==> src/rtl/i2s_tx.sv <==
// i2s_tx: Philips-I2S serialiser for an external audio DAC.
//
// Takes one signed 16-bit sample per clkEn strobe and sends it as a
// 32-BCLK I2S frame. BCLK, LRCLK and SDATA are all generated from clk.
// The mono build sends the sample in both slots.
// The optional stereo build, enabled by defining I2S_TX_STEREO_EN, adds iInR,
// which is captured on the same strobe and sent in the right slot.
//
// Parameters
//   BCLK_DIV  clk cycles per BCLK half-period (>=1); frame = 32 BCLK
// Ports
//   clk, rst    system clock; asynchronous active-high reset
//   clkEn       sample strobe, iIn (and iInR) valid this cycle
//   iIn         left / mono sample
//   iInR        right sample (stereo build only)
//   oBclk       bit clock
//   oLrclk      word select, 0 = left, 1 = right
//   oSdata      serial data, MSB first, updated on BCLK falling edges
//   oTaken      pulse: pending sample moved into the frame shifter
//   oUnderrun   pulse: frame started without a new sample (last one repeats)
//   oOverrun    pulse: new sample replaced one that was never sent
module i2s_tx #(
  parameter int unsigned BCLK_DIV = 4
) (
  input  logic               clk,
  input  logic               rst,
  input  logic               clkEn,
  input  logic signed [15:0] iIn,
`ifdef I2S_TX_STEREO_EN
  input  logic signed [15:0] iInR,
`endif
  output logic               oBclk,
  output logic               oLrclk,
  output logic               oSdata,
  output logic               oTaken,
  output logic               oUnderrun,
  output logic               oOverrun
);

  localparam int unsigned      DIV_W    = (BCLK_DIV > 1) ? $clog2(BCLK_DIV) : 1;
  localparam logic [DIV_W-1:0] DIV_LAST = DIV_W'(BCLK_DIV - 1);

  logic [DIV_W-1:0] divCnt_q, divCnt_d;
  logic             bclk_q, bclk_d;
  logic             lrclk_q, lrclk_d;
  logic             sdata_q, sdata_d;
  logic [4:0]       bitCnt_q, bitCnt_d;
  logic [31:0]      shifter_q, shifter_d;
  logic [15:0]      hold_q, hold_d;
  logic             pending_q, pending_d;
  logic             taken_q, taken_d;
  logic             underrun_q, underrun_d;
  logic             overrun_q, overrun_d;
  logic [15:0]      holdR;

  logic divTerm;
  logic fallEv;
  logic frameLoad;

`ifdef I2S_TX_STEREO_EN
  logic [15:0] holdR_q, holdR_d;
  assign holdR = holdR_q;
`else
  assign holdR = hold_q;
`endif

  assign divTerm   = (divCnt_q == DIV_LAST);
  // A fall event is the terminal count while BCLK is currently high.
  assign fallEv    = divTerm && bclk_q;
  // Wrapping 31 -> 0 starts a new frame.
  assign frameLoad = fallEv && (bitCnt_q == 5'd31);

  always_comb begin
    divCnt_d   = divTerm ? '0 : divCnt_q + DIV_W'(1);
    bclk_d     = divTerm ? ~bclk_q : bclk_q;
    lrclk_d    = lrclk_q;
    sdata_d    = sdata_q;
    bitCnt_d   = bitCnt_q;
    shifter_d  = shifter_q;
    hold_d     = hold_q;
    pending_d  = pending_q;
    taken_d    = 1'b0;
    underrun_d = 1'b0;
    overrun_d  = 1'b0;
`ifdef I2S_TX_STEREO_EN
    holdR_d    = holdR_q;
`endif

    if (fallEv) begin
      bitCnt_d = bitCnt_q + 5'd1;
      // High for slots 15..30: LRCLK leads each word's MSB by one BCLK.
      lrclk_d  = (bitCnt_d >= 5'd15) && (bitCnt_d != 5'd31);
      if (frameLoad) begin
        // Uses the registered hold, so a same-cycle capture goes to the next frame.
        shifter_d  = {hold_q, holdR};
        taken_d    = pending_q;
        underrun_d = ~pending_q;
      end else begin
        shifter_d = {shifter_q[30:0], 1'b0};
      end
      sdata_d = shifter_d[31];
    end

    // Capture has priority over the load's clear so a coincident sample stays pending.
    if (clkEn) begin
      hold_d    = iIn;
`ifdef I2S_TX_STEREO_EN
      holdR_d   = iInR;
`endif
      pending_d = 1'b1;
      overrun_d = pending_q && !frameLoad;
    end else if (frameLoad) begin
      pending_d = 1'b0;
    end
  end

  always_ff @(posedge clk or posedge rst) begin
    if (rst) begin
      divCnt_q   <= '0;
      bclk_q     <= 1'b0;
      lrclk_q    <= 1'b0;
      sdata_q    <= 1'b0;
      bitCnt_q   <= 5'd31;
      shifter_q  <= '0;
      hold_q     <= '0;
      pending_q  <= 1'b0;
      taken_q    <= 1'b0;
      underrun_q <= 1'b0;
      overrun_q  <= 1'b0;
`ifdef I2S_TX_STEREO_EN
      holdR_q    <= '0;
`endif
    end else begin
      divCnt_q   <= divCnt_d;
      bclk_q     <= bclk_d;
      lrclk_q    <= lrclk_d;
      sdata_q    <= sdata_d;
      bitCnt_q   <= bitCnt_d;
      shifter_q  <= shifter_d;
      hold_q     <= hold_d;
      pending_q  <= pending_d;
      taken_q    <= taken_d;
      underrun_q <= underrun_d;
      overrun_q  <= overrun_d;
`ifdef I2S_TX_STEREO_EN
      holdR_q    <= holdR_d;
`endif
    end
  end

  assign oBclk     = bclk_q;
  assign oLrclk    = lrclk_q;
  assign oSdata    = sdata_q;
  assign oTaken    = taken_q;
  assign oUnderrun = underrun_q;
  assign oOverrun  = overrun_q;

endmodule

==> config.mk <==
export PLATFORM = sky130hd
export DESIGN_NAME = i2s_tx
export DESIGN_NICKNAME = d
export VERILOG_FILES = /design/src/rtl/i2s_tx.sv
export SDC_FILE = /design/constraint.sdc
export NUM_CORES = 1
export LEC_CHECK = 0
export ABC_AREA = 1
export BUFFER_PORTS_ARGS = -buffer_cell sky130_fd_sc_hd__buf_2
export CAP_MARGIN = 20
export CELL_PAD_IN_SITES_DETAIL_PLACEMENT = 1
export CELL_PAD_IN_SITES_GLOBAL_PLACEMENT = 2
export CORE_MARGIN = 5
export CORE_UTILIZATION = 35
export CTS_BUF_LIST = sky130_fd_sc_hd__clkbuf_8
export DETAILED_ROUTE_END_ITERATION = 8
export GPL_TIMING_DRIVEN = 0
export PLACE_DENSITY_LB_ADDON = 0.1
export SKIP_CTS_REPAIR_TIMING = 1
export SYNTH_ARGS = -nofsm -noshare
export SYNTH_HDL_FRONTEND = slang
export SYNTH_SLANG_ARGS = --single-unit
==> constraint.sdc <==
create_clock -name clk -period 1.8 [get_ports clk]
set_input_delay 0.27 -clock clk [delete_from_list [all_inputs] [get_ports clk]]
set_output_delay 0.27 -clock clk [all_outputs]
set_load 0.05 [all_outputs]
==> results of run 1 <==
==> registers in the layout, summed over array words and instances (netlist names) <==
register	count
bitCnt_q	5
pending_q	1
shifter_q	31
oUnderrun	1
oTaken	1
divCnt_q	2
oBclk	1
oSdata	1
holdR	16
oOverrun	1
oLrclk	1
==> layout make-up <==
cell class / count / area, sq um
inverter: 32 / 125
clock inverter: 5 / 21.3
fill: 815 / 4020
multi-input combinational: 154 / 920
tap: 99 / 124
clock buffer: 10 / 138
sequential: 61 / 1530
buffer: 10 / 85.1
timing repair buffer: 31 / 213
==> logic make-up after synthesis <==
group,Yosys count
AOI/OAI and AO/OA,32
xor gates and xnor gates,2
adders and majority gates,4
buffers and inverters,42
DFF,61
and+or+nand+nor,116
==> power groups by stage <==
stage	logic, mW	clock network [mW]	registers, mW
after floorplan	0.0580	0	1.45
after global placement	0.0980	0	1.45
after detailed placement	0.106	0	1.45
after CTS	0.106	1.06	1.42
after global routing	0.120	1.11	1.43
final	0.100	1.01	1.43
==> through the flow <==
stage                     hold slack [ns]  area [sq um]  cells  power (mW)
after floorplan                     0.382          2550    257        1.50
after global placement              0.413          2790    379        1.55
after detailed placement            0.426          2810    380        1.55
after CTS                          0.0641          2970    395        2.59
after global routing                0.102          3160    402        2.66
final                              0.0419          3160    402        2.54
==> layout by cell type (no fill, tap or decap), types with 5 or more instances in the layout <==
| cell type | instances |
|---|---|
| sky130_fd_sc_hd__buf_2 | 28 |
| sky130_fd_sc_hd__clkbuf_8 | 10 |
| sky130_fd_sc_hd__dfrtp_1 | 56 |
| sky130_fd_sc_hd__dfstp_2 | 5 |
| sky130_fd_sc_hd__inv_1 | 29 |
| sky130_fd_sc_hd__nand2_1 | 84 |
| sky130_fd_sc_hd__nand2_2 | 10 |
| sky130_fd_sc_hd__nand3_1 | 7 |
| sky130_fd_sc_hd__o211ai_2 | 5 |
| sky130_fd_sc_hd__o221ai_1 | 13 |
==> how the worst min path moves through the flow <==
| stage | startpoint | to |
|---|---|---|
| after floorplan | iIn[0] | holdR[0] |
| after global placement | pending_q | oUnderrun |
| after detailed placement | rst | divCnt_q[1] |
| after CTS | rst | oLrclk |
| after global routing | rst | divCnt_q[1] |
| final | rst | divCnt_q[1] |
==> critical path, stage by stage (launching register included) <==
cell and delay (ns):
sky130_fd_sc_hd__dfstp_2 0.58, sky130_fd_sc_hd__ha_4 0.15, sky130_fd_sc_hd__nand2_2 0.05, sky130_fd_sc_hd__nor2_2 0.11, sky130_fd_sc_hd__ha_2 0.22, sky130_fd_sc_hd__inv_2 0.07, sky130_fd_sc_hd__nor2_8 0.17, sky130_fd_sc_hd__buf_8 0.17
sky130_fd_sc_hd__nand2_4 0.06, sky130_fd_sc_hd__o211ai_1 0.07
==> routing by layer <==
layer  track usage, %  wire length (microns)  up-vias
li1                 -                      -      915
met1             19.9                   2910      894
met2             21.6                   2840       26
met3             3.08                    149       12
met4             7.21                     95        0
met5                0                      0        -
==> results.md, run 1 <==
Outcome:
- The flow ran to the end, and the final reports show no timing, DRC or antenna violations.

Cells and area:
- For this run, the share of the core covered by cells in the final layout is 44.0%.
- The net count of the finished layout is 322.
- The area growth from synthesis to final layout is 24.0%.
- The post-route netlist has 30.4% of its cells at a drive strength greater than 1.
- 0 antenna diodes ended up in the layout.

Global route:
- The overall routing resource usage is 14.5%.
- The total overflow left after global routing is 0.
- The largest net degree at the start of global routing is 32.
- The via count of the first global-routing pass was 1,976.
- The initial antenna violation count came to 0.
- The first global-routing pass estimated 9830 microns of wire.

Hold path:
- The path class of the tightest hold or removal check is in2async.

Synthesis:
- Sequential elements use 60.2% of the synthesized area.
- Synthesis produced a netlist with a net count of 280.
- The fraction of the mapped netlist area in simple logic gates is 18.7%.
- Ranked by instance count, the synthesized netlist is headed by 97 x sky130_fd_sc_hd__nand2_1, 56 x sky130_fd_sc_hd__dfrtp_1, 29 x sky130_fd_sc_hd__inv_1, 17 x sky130_fd_sc_hd__o221ai_1, 7 x sky130_fd_sc_hd__nand3_1.
- By area the synthesized netlist is led by sky130_fd_sc_hd__dfrtp_1 55%, sky130_fd_sc_hd__nand2_1 14%, sky130_fd_sc_hd__o221ai_1 5.8%.
- Among all flip-flop cells after synthesis, the most frequent one is sky130_fd_sc_hd__dfrtp_1.
- After synthesis the netlist holds a flip-flop and latch count of 61.
- For this run, asynchronously set or reset flops after synthesis account for 100%.
- Counting every instance in the synthesized netlist gives 257.
- The dominant combinational cell family by area after synthesis is simple AND/OR/NAND/NOR gates.
- After synthesis the cells add up to 0.00255 sq mm.
- The share of the synthesized area in the top cell type is 55.0%.
- By instance count, the leading cell after synthesis is sky130_fd_sc_hd__nand2_1.
- In the synthesized netlist, mux cells make up 0% of the area.
- During synthesis, Yosys emitted a total of 0 warnings.
- The most area-hungry cell type in the Yosys netlist is sky130_fd_sc_hd__dfrtp_1.
- Counting flops with a built-in enable in the synthesized netlist gives 0.
- Of the total synthesized cell area, the portion taken by XOR and XNOR cells is 0.688%.
- Dividing the synthesized area by the synthesized cell count gives 9.91 sq um.
- Yosys mapped the design onto 24 distinct sky130hd cell types.
- Summing the areas of all compound-gate instances in the mapped netlist gives 10.8% of the synthesized area.
- The area share of fa/ha/maj cells after synthesis is 1.96%.

Timing:
- The aggregate negative setup slack is 0 ns.
- At the pin with the least slew margin, the transition time is 0.685 ns.
- Setup repair after global routing could not meet its margin everywhere.
- The post-route clock period utilization is 97.8%.
- The worst pin sits at a relative slew slack of 54.3%.
- The final count of hold timing violations is 0.
- Derived from the worst setup path, the maximum achievable clock frequency is 0.568 GHz.
- The number of pins with negative max-slew slack in the final report was 0.
- The worst clock skew is 0.00729 ns.
- For the finished layout, the period the worst path requires is 1.76 ns.
- The post-route worst setup slack is 0.0405 ns.
- The setup violation total in the final timing report is 0.

Route:
- The total number of vias is 1,847.
- The detail-routed via count per cell is 4.59.
- The length of the first detailed-routing pass in iterations is 4.
- Dividing the detail-routed wire length by the instance count gives 14.9 microns.
- The number of routed nets with antenna violations is 0.
- The sum of routed wire length over all layers is 5990 microns.
- After the first detailed-routing iteration, the DRC count stood at 60.
- The count of unresolved DRC violations after routing is 0.

Floorplanning:
- The total area inside the core boundary comes to 0.00718 sq mm.
- The effective utilization at floorplan is 35.5%.
- The site row count is 31.
- During I/O placement, the number of pins put on the boundary was 25.
- The die height is 95.3 microns.
- The die outline width is 95.3 microns.
- The area of the die is 0.00908 sq mm.

Placed design:
- The wire-length estimate of the detail-placed layout is 4050 microns.
- The final RePlAce weighted congestion is 0.708.
- The minimum setup slack after placement is -0.166 ns.
- The number of buffers added on ports is 23.

Critical path:
- In this run the worst setup path terminates at shifter_q[24].
- STA puts the critical path data arrival time at 2.01 ns.
- The beginning of the critical path is bitCnt_q[1].
- The type of origin of the critical path is a flip-flop.
- The capture point of the worst reg-to-reg path is shifter_q[24].
- The reg-to-reg setup timing slack is 0.04 ns.
- The critical path required time is 2.05 ns.
- Along the worst path, the maximum fanout reaches 8.
- The worst setup path is captured at a flip-flop.
- In this run the critical register-to-register path is launched from bitCnt_q[1].
- The class of the most critical setup path is reg2reg.
- Measured in cells, the most critical reg-to-reg path has a length of 9.

CTS:
- The H-tree depth is 3.
- TritonCTS built the clock tree.
- The clock-pin slew reported for the worst setup and hold paths after clock tree synthesis is 0.07 ns.
- The later pin in the worst-skew pair is clocked with a latency of 0.33 ns.
- The number of buffers inserted during clock tree synthesis is 9.
- The tree built by TritonCTS fans out to 61 sinks.
- The clock passes through at most 2 buffers.
- The tree is rooted in a sky130_fd_sc_hd__clkbuf_8.

Job:
- The number of max-capacitance violations reported is 0.

Power and ir drop:
- Power spread over the standard cell area amounts to 806 mW/mm^2.
- Sequential cells burn 56.3% of the power.
- The worst voltage drop across the vdd grid is 0.000322 V.
- Summed over all cells, the static leakage comes to 1.61 nW.
- The clock network is responsible for 39.8% of the overall power.
- The internal portion of the total power is 1.95 mW.
- The net switching power is 595 uW.
- Of the total power, the share spent switching nets is 23.4%.
- The part of the total power dissipated in combinational logic is 3.9%.
(Power assumes the default switching activity.)
==> run 2, diff against run 1 <==
- CORE_MARGIN: 5 -> 2
==> run 2 against run 1 <==
  * The run now ends with negative hold slack left
  * Sequential cell count unchanged
  * Via count rose by 0.76%
  * Clock skew shrank 0.0029 ns
  * Non-clock buffer count is 1 lower
  * Critical path type unchanged
  * Highest routed layer unchanged
  * Setup slack gained 0.042 ns
  * Largest cell class unchanged
  * Clock-buffer cell count did not move
  * Total power is 0.60% lower
  * Maximum frequency up 2.4%
  * Cell count down 0.25%
  * Combinational power is essentially flat
==> results.md, run 2 (same netlist as run 1, synthesis figures left out) <==
Critical path:
- The type of origin of the critical path is a flip-flop.
- Tracing the worst setup path back leads to its startpoint at bitCnt_q[0].
- The reg-to-reg setup timing slack is 0.08 ns (+0.04 ns).
- The biggest fanout along the worst timing path is 5 (-3).
- The kind of cell adding the most delay to the critical path is flip-flops.
- The startpoint identified for the worst register-to-register timing path is bitCnt_q[0].
- The capturing element of the worst setup path is shifter_q[24].
- The highest cell delay on the worst timing path is 0.58 ns (about the same).
- The critical path data arrival time is 1.96 ns (-0.05 ns).
- The number of gates on the worst path with buffers counted is 9 (unchanged).
- The count of buffer and inverter cells on the critical path was 2 (unchanged).
- The endpoint class of the critical path is a flip-flop.
- The largest individual stage delay along the critical path comes from the cell sky130_fd_sc_hd__dfstp_2.
- The worst setup path is of the reg2reg kind.
- The cell count of the worst reg-to-reg path came to 9 (unchanged).
- The critical path required time was 2.05 ns (about the same).
- The signal on the critical path passes through ha_4 > nand2_1 > nor2_2 > ha_2 > inv_2 > nor2_8 > clkbuf_16 > nand2_2 > o211ai_1.
- The endpoint identified for the worst register-to-register timing path is shifter_q[24].

CTS:
- The cell sitting at the root of the clock tree is a sky130_fd_sc_hd__clkbuf_8.
- The H-tree depth is 3 (unchanged).
- The clock tree from TritonCTS is done.
- The total number of clock tree sinks was 61 (unchanged).
- The number of buffers inserted during clock tree synthesis came to 9 (unchanged).
- The maximum number of buffers from clock root to sink was 2 (unchanged).
- The clock latency on the worst-skew pair is 0.33 ns (about the same).
- The clock-pin slew reported for the worst setup and hold paths after clock tree synthesis is 0.06 ns (about the same).

Power and ir drop:
- The fraction of power consumed by the clock network is 39.7% (about the same).
- The power density of the placed cells was 827 mW/mm^2 (+2.6%).
- The cell leakage power is 1.54 nW (-4.2%).
- The switching share of power came to 22.9% (-0.47 points).
- The share of power burned in registers came to 56.3% (about the same).
- The cell internal power dissipation came to 1.95 mW (about the same).
- The worst voltage drop across the vdd grid came to 0.000401 V (+25%).
- The part of the total power dissipated in combinational logic is 4.0% (about the same).
- The net switching power came to 579 uW (-2.6%).

Timing:
- The number of pins with negative max-slew slack in the final report came to 0 (unchanged).
- The highest clock rate is 0.582 GHz (+2.4%).
- The post-route clock period utilization came to 95.4% (-2.3 points).
- The setup violation total in the final timing report came to 0 (unchanged).
- The actual transition at the worst max-transition pin was 0.541 ns (-0.144 ns).
- The worst relative slew slack was 63.9% (+9.6 points).
- The post-route worst setup slack was 0.0824 ns (+0.0419 ns).
- The worst hold slack after final layout is -0.0205 ns (-0.0623 ns).
- The minimum clock period is 1.72 ns (-0.0419 ns).
- The final count of hold timing violations came to 17 (+17).
- The worst clock skew was 0.00436 ns (-0.00293 ns).
- Setup repair after global routing left no endpoint under its margin.
- The aggregate negative setup slack is 0 ns (unchanged).

Global route:
- The remaining global-route overflow is 0 (unchanged).
- The via count of the first global-routing pass is 1,874 (-5.2%).
- The initial antenna violation count was 0 (unchanged).
- The overall routing resource usage is 16.0% (+1.6 points).
- The largest net degree at the start of global routing came to 40 (+25%).
- The first-pass GRT wire length came to 9380 microns (-4.5%).

Placed design:
- The final RePlAce weighted congestion is 0.766 (+8.2%).
- The post-detailed-placement half-perimeter wirelength is 3860 microns (-4.5%).
- The number of buffers added on ports came to 23 (unchanged).
- The minimum setup slack after placement is -0.172 ns (-0.00570 ns).

Cells and area:
- The antenna cell count is 0 (unchanged).
- Compared with the post-synthesis result, the final layout area differs by 20.1%.
- More flip-flops sit in one register than any other, and that register is shifter_q.
- The flip-flop count of the largest register, all copies and words added came to 31 (unchanged).
- The top cell types in the final layout, fill and taps aside, are 96 x sky130_fd_sc_hd__nand2_1, 56 x sky130_fd_sc_hd__dfrtp_1, 30 x sky130_fd_sc_hd__inv_1, 28 x sky130_fd_sc_hd__buf_2, 17 x sky130_fd_sc_hd__o221ai_1.
- The share of cells above drive strength 1 is 23.8% (-6.5 points).
- The layout net count is 321 (-0.31%).
- The leading cell type in the layout, fill and taps excluded is sky130_fd_sc_hd__nand2_1.

Floorplanning:
- The effective utilization at floorplan came to 35.7% (+0.19 points).
- The core box area is 0.00714 sq mm (-0.54%).
- The site row count is 31 (unchanged).
- The die outline width is 89.3 microns (-6.3%).
- The number of top-level pins came to 25 (unchanged).
- The die height is 89.3 microns (-6.3%).
- The area of the die was 0.00798 sq mm (-12%).

Route:
- The wire length per cell after detailed routing is 14.3 microns (-3.8%).
- The number of routed nets with antenna violations is 0 (unchanged).
- The length of the first detailed-routing pass in iterations is 4 (unchanged).
- The count of unresolved DRC violations after routing came to 0 (unchanged).
- The detail-routed via count per cell was 4.64 (+1.0%).
- The sum of routed wire length over all layers was 5750 microns (-4.0%).
- The total number of vias was 1,861 (+0.76%).
- The number of DRC markers after the initial detailed-route iteration is 56 (-6.7%).

Hold path:
- The type of the most critical hold path is in2async.

Outcome:
- The final reports fail on negative hold slack.
- The run finished, with violations left.

Job:
- The number of max-capacitance violations reported is 0 (unchanged).
[run 2: changes by cell type in the layout (fill, tap and decap cells not counted), moves of 2 or more]
cell                       change
sky130_fd_sc_hd__nand2_1      +12
sky130_fd_sc_hd__o21ai_0       +2
sky130_fd_sc_hd__nand2_4       -4
sky130_fd_sc_hd__buf_6         +2
sky130_fd_sc_hd__o221ai_1      +4
sky130_fd_sc_hd__buf_8         -2
sky130_fd_sc_hd__nand2_2       -8
sky130_fd_sc_hd__o221ai_2      -4
[run 2: layout make-up]
class | count | area [sq um]
multi-input cells | 154 | 838
flip-flops and latches | 61 | 1530
clock buffers | 10 | 138
well taps | 99 | 124
repair buffers | 30 | 205
plain buffers | 10 | 77.6
inverters | 32 | 123
fillers | 835 | 4080
clock inverters | 5 | 21.3
[run 2: worst min-delay path by stage]
| stage | slack (ns) | startpoint | cells after the start | to |
|---|---|---|---|---|
| 2_1_floorplan | 0.38 | iIn[0] | 2 | holdR[0] |
| 3_3_place_gp | 0.42 | divCnt_q[0] | 1 | divCnt_q[0] |
| 3_5_place_dp | 0.35 | rst | 2 | divCnt_q[0] |
| 4_1_cts | -0.02 | rst | 2 | divCnt_q[0] |
| 5_1_grt | 0.01 | rst | 2 | shifter_q[24] |
| 6_report | -0.02 | rst | 2 | divCnt_q[0] |
[run 2: power by group through the flow]
stage / combinational, mW / clock (mW) / sequential (mW)
after floorplan: 0.0580 / 0 / 1.45
after global placement: 0.0987 / 0 / 1.45
after detailed placement: 0.106 / 0 / 1.45
after CTS: 0.106 / 1.04 / 1.42
after global routing: 0.120 / 1.10 / 1.43
final: 0.101 / 1.00 / 1.42
[run 2: per-layer routing]
layer	part of all wire, %	vias to the layer above	track usage [%]	routed length [microns]
li1	-	909	-	-
met1	49	909	22.3	2840
met2	46	34	23.4	2650
met3	2.9	9	3.51	164
met4	1.6	0	8.55	92
met5	0	-	0	0
[run 2: stage by stage]
step	util (%)	cells	total power [mW]	area [sq um]
detailed placement	39.3	380	1.55	2810
floorplan	-	257	1.50	2550
finish	42.9	401	2.53	3060
global placement	39.0	379	1.55	2790
CTS	41.5	395	2.57	2970
global route	42.9	401	2.65	3060
==> run 3, diff against run 2 <==
- CORE_MARGIN: 2 -> not set
==> run 3 against run 2 <==
  * Final area is 1.5% higher
  * Critical path depth stayed put
  * The run ends with negative setup slack left
  * Hold slack better by 0.048 ns
  * Die area is 4.4% lower
  * Combinational power hardly changed
  * Core utilization is 2.1 points higher
  * Maximum frequency is 4.9% lower
  * Largest power group unchanged
  * Sequential cell count stayed put
  * Setup slack worse by 0.089 ns
  * Register-to-register slack worse by 0.09 ns
  * Clock-buffer cell count is 2 higher
  * Total power is 10% higher
  * Highest routed layer unchanged
==> results.md, run 3 (same netlist as run 1, synthesis figures left out) <==
Cells and area:
- The share of cells above drive strength 1 is 24.8% (+0.91 points).
- The area of combinational cells with multiple inputs came to 845 sq um (+0.75%).
- The area growth from synthesis to final layout is 21.9%.
- The antenna cell count is 0 (unchanged).
- The top cell types in the final layout, fill and taps aside, are 95 x sky130_fd_sc_hd__nand2_1, 56 x sky130_fd_sc_hd__dfrtp_1, 29 x sky130_fd_sc_hd__inv_1, 28 x sky130_fd_sc_hd__buf_2, 16 x sky130_fd_sc_hd__o221ai_1.
- The post-layout utilization of the core is 45.0% (+2.1 points).
- The layout net count was 321 (unchanged).
- Counting flops per register, the top entry is shifter_q.
- The flip-flop count of the largest register, all copies and words added is 31 (unchanged).
- The filler cell count in the final layout is 835 (unchanged).
- The footprint of the flip-flops and latches is 0.00153 sq mm (unchanged).
- Leaving out fill and tap cells, the most frequent cell in the layout is sky130_fd_sc_hd__nand2_1.
- The number of non-filler instances in the completed layout was 399 (-0.50%).

Critical path:
- The critical path data arrival time is 2.05 ns (+0.09 ns).
- The type of origin of the critical path is a flip-flop.
- The critical path required time came to 2.05 ns (about the same).
- The worst setup path is captured at a flip-flop.
- The critical path in this run is classified as reg2reg.
- The biggest fanout along the worst timing path came to 9 (+4).

Timing:
- The worst relative slew slack came to 55.8% (-8.1 points).
- Setup repair after global routing could not meet its margin everywhere.
- The post-route worst setup slack is -0.00630 ns (-0.0887 ns).
- The post-route clock period utilization is 100% (+4.9 points).
- The final count of hold timing violations is 0 (-17).
- The setup violation total in the final timing report is 2 (+2).
- The minimum clock period is 1.81 ns (+0.0887 ns).
- The number of pins with negative max-slew slack in the final report is 0 (unchanged).
- The worst hold slack after final layout is 0.0277 ns (+0.0482 ns).
- The actual transition at the worst max-transition pin is 0.662 ns (+0.122 ns).
- The highest clock rate is 0.554 GHz (-4.9%).
- The aggregate negative setup slack is -0.00912 ns (-0.00912 ns).
- The worst clock skew was 0.00851 ns (+0.00415 ns).

Floorplanning:
- The area of the die is 0.00762 sq mm (-4.4%).
- The effective utilization at floorplan came to 36.9% (+1.2 points).
- The number of top-level pins is 25 (unchanged).
- The die height came to 87.3 microns (-2.2%).
- The die outline width is 87.3 microns (-2.2%).
- The core box area is 0.00691 sq mm (-3.2%).
- The site row count came to 30 (-3.2%).

Outcome:
- The run finished, with violations left.
- The checks that failed: negative setup slack.

Hold path:
- The min-delay analysis places its worst path in the category in2async.

Global route:
- The first-pass GRT wire length is 9560 microns (+1.9%).
- The via count of the first global-routing pass is 1,929 (+2.9%).
- The overall routing resource usage is 17.0% (+0.95 points).
- The remaining global-route overflow is 0 (unchanged).
- The initial antenna violation count is 0 (unchanged).
- The largest net degree at the start of global routing is 34 (-15%).

Placed design:
- The final RePlAce weighted congestion is 0.702 (-8.3%).
- The number of buffers added on ports is 23 (unchanged).
- The number of placed cells counting well taps is 377 (-0.79%).
- The post-detailed-placement half-perimeter wirelength is 3770 microns (-2.4%).

Route:
- The count of unresolved DRC violations after routing is 0 (unchanged).
- The detail-routed via count per cell is 4.62 (-0.42%).
- The length of the first detailed-routing pass in iterations is 4 (unchanged).
- The number of DRC markers after the initial detailed-route iteration is 66 (+18%).
- The wire length per cell after detailed routing is 13.9 microns (-2.7%).
- The sum of routed wire length over all layers is 5560 microns (-3.2%).
- The number of routed nets with antenna violations is 0 (unchanged).
- The total number of vias is 1,844 (-0.91%).

CTS:
- The maximum number of buffers from clock root to sink was 2 (unchanged).
- The tree is rooted in a sky130_fd_sc_hd__clkbuf_8.
- The total number of clock tree sinks is 61 (unchanged).
- The number of buffers inserted during clock tree synthesis is 9 (unchanged).
- The clock latency on the worst-skew pair came to 0.34 ns (about the same).
- The clock-pin slew reported for the worst setup and hold paths after clock tree synthesis came to 0.07 ns (about the same).
- The H-tree depth was 3 (unchanged).
- The clock tree from TritonCTS is done.

Power and ir drop:
- The cell leakage power is 1.57 nW (+1.5%).
- The worst voltage drop across the vdd grid is 0.000366 V (-8.9%).
- The post-layout total power is 2.79 mW (+10%).
- The power density of the placed cells is 899 mW/mm^2 (+8.8%).

Job:
- The number of max-capacitance violations reported came to 0 (unchanged).
[run 3: cell count changes in the layout (fill, tap and decap cells not counted), moves of 2 or more]
| cell | before | now |
|---|---|---|
| sky130_fd_sc_hd__buf_6 | 5 | 2 |
| sky130_fd_sc_hd__o21ai_0 | 5 | 3 |
| sky130_fd_sc_hd__o21ai_1 | 0 | 2 |
| sky130_fd_sc_hd__clkbuf_8 | 10 | 12 |
| sky130_fd_sc_hd__clkinv_2 | 2 | 0 |
| sky130_fd_sc_hd__buf_4 | 3 | 5 |
[run 3: routing by layer]
metal | wire length (microns) | vias to the layer above | global-route usage, %
met1 | 2760 | 901 | 23.6
met2 | 2540 | 24 | 25.0
met5 | 0 | - | 0
met3 | 165 | 6 | 3.98
li1 | - | 913 | -
met4 | 91 | 0 | 8.05
[run 3: final timing paths]
check	from	slack, ns	endpoint	cells after the start
worst max register to register	bitCnt_q[0]	-0.006	shifter_q[17]	9
max in group asynchronous	rst	1.10	bitCnt_q[3]	3
worst min register to register	pending_q	0.43	oUnderrun	1
worst max-delay path	bitCnt_q[0]	-0.006	shifter_q[17]	9
min in group clk	iIn[13]	0.13	holdR[13]	3
worst min-delay path	rst	0.03	oTaken	2
[run 3: critical path, stage by stage, from the launching register on]
cell                       delay, ns
sky130_fd_sc_hd__dfstp_2        0.59
sky130_fd_sc_hd__ha_4           0.15
sky130_fd_sc_hd__nand2_1        0.05
sky130_fd_sc_hd__nor2_1         0.10
sky130_fd_sc_hd__ha_2           0.23
sky130_fd_sc_hd__inv_2          0.07
sky130_fd_sc_hd__nor2_8         0.18
sky130_fd_sc_hd__buf_8          0.14
sky130_fd_sc_hd__nand2_1        0.10
sky130_fd_sc_hd__o211ai_1       0.10
[run 3: through the flow]
step	cell area, sq um	setup WS, ns
detailed placement	2800	-0.155
CTS	3010	-0.182
floorplan	2550	0.0252
global placement	2780	-0.874
finish	3110	-0.00630
global route	3110	-0.0781
[run 3: power breakdown]
part | internal, mW | leakage [nW] | switching [mW]
clock | 0.739 | 0.116 | 0.530
sequential | 1.40 | 0.794 | 0.0197
combinational | 0.0350 | 0.658 | 0.0644
[run 3: layout make-up]
type,count,share of cell area [%]
flip-flops and latches,61,49.4
multi-input cells,154,27.2
repair buffers,30,6.37
clock buffers,12,5.32
inverters,32,3.95
well taps,96,3.87
plain buffers,10,2.62
clock inverters,4,1.33
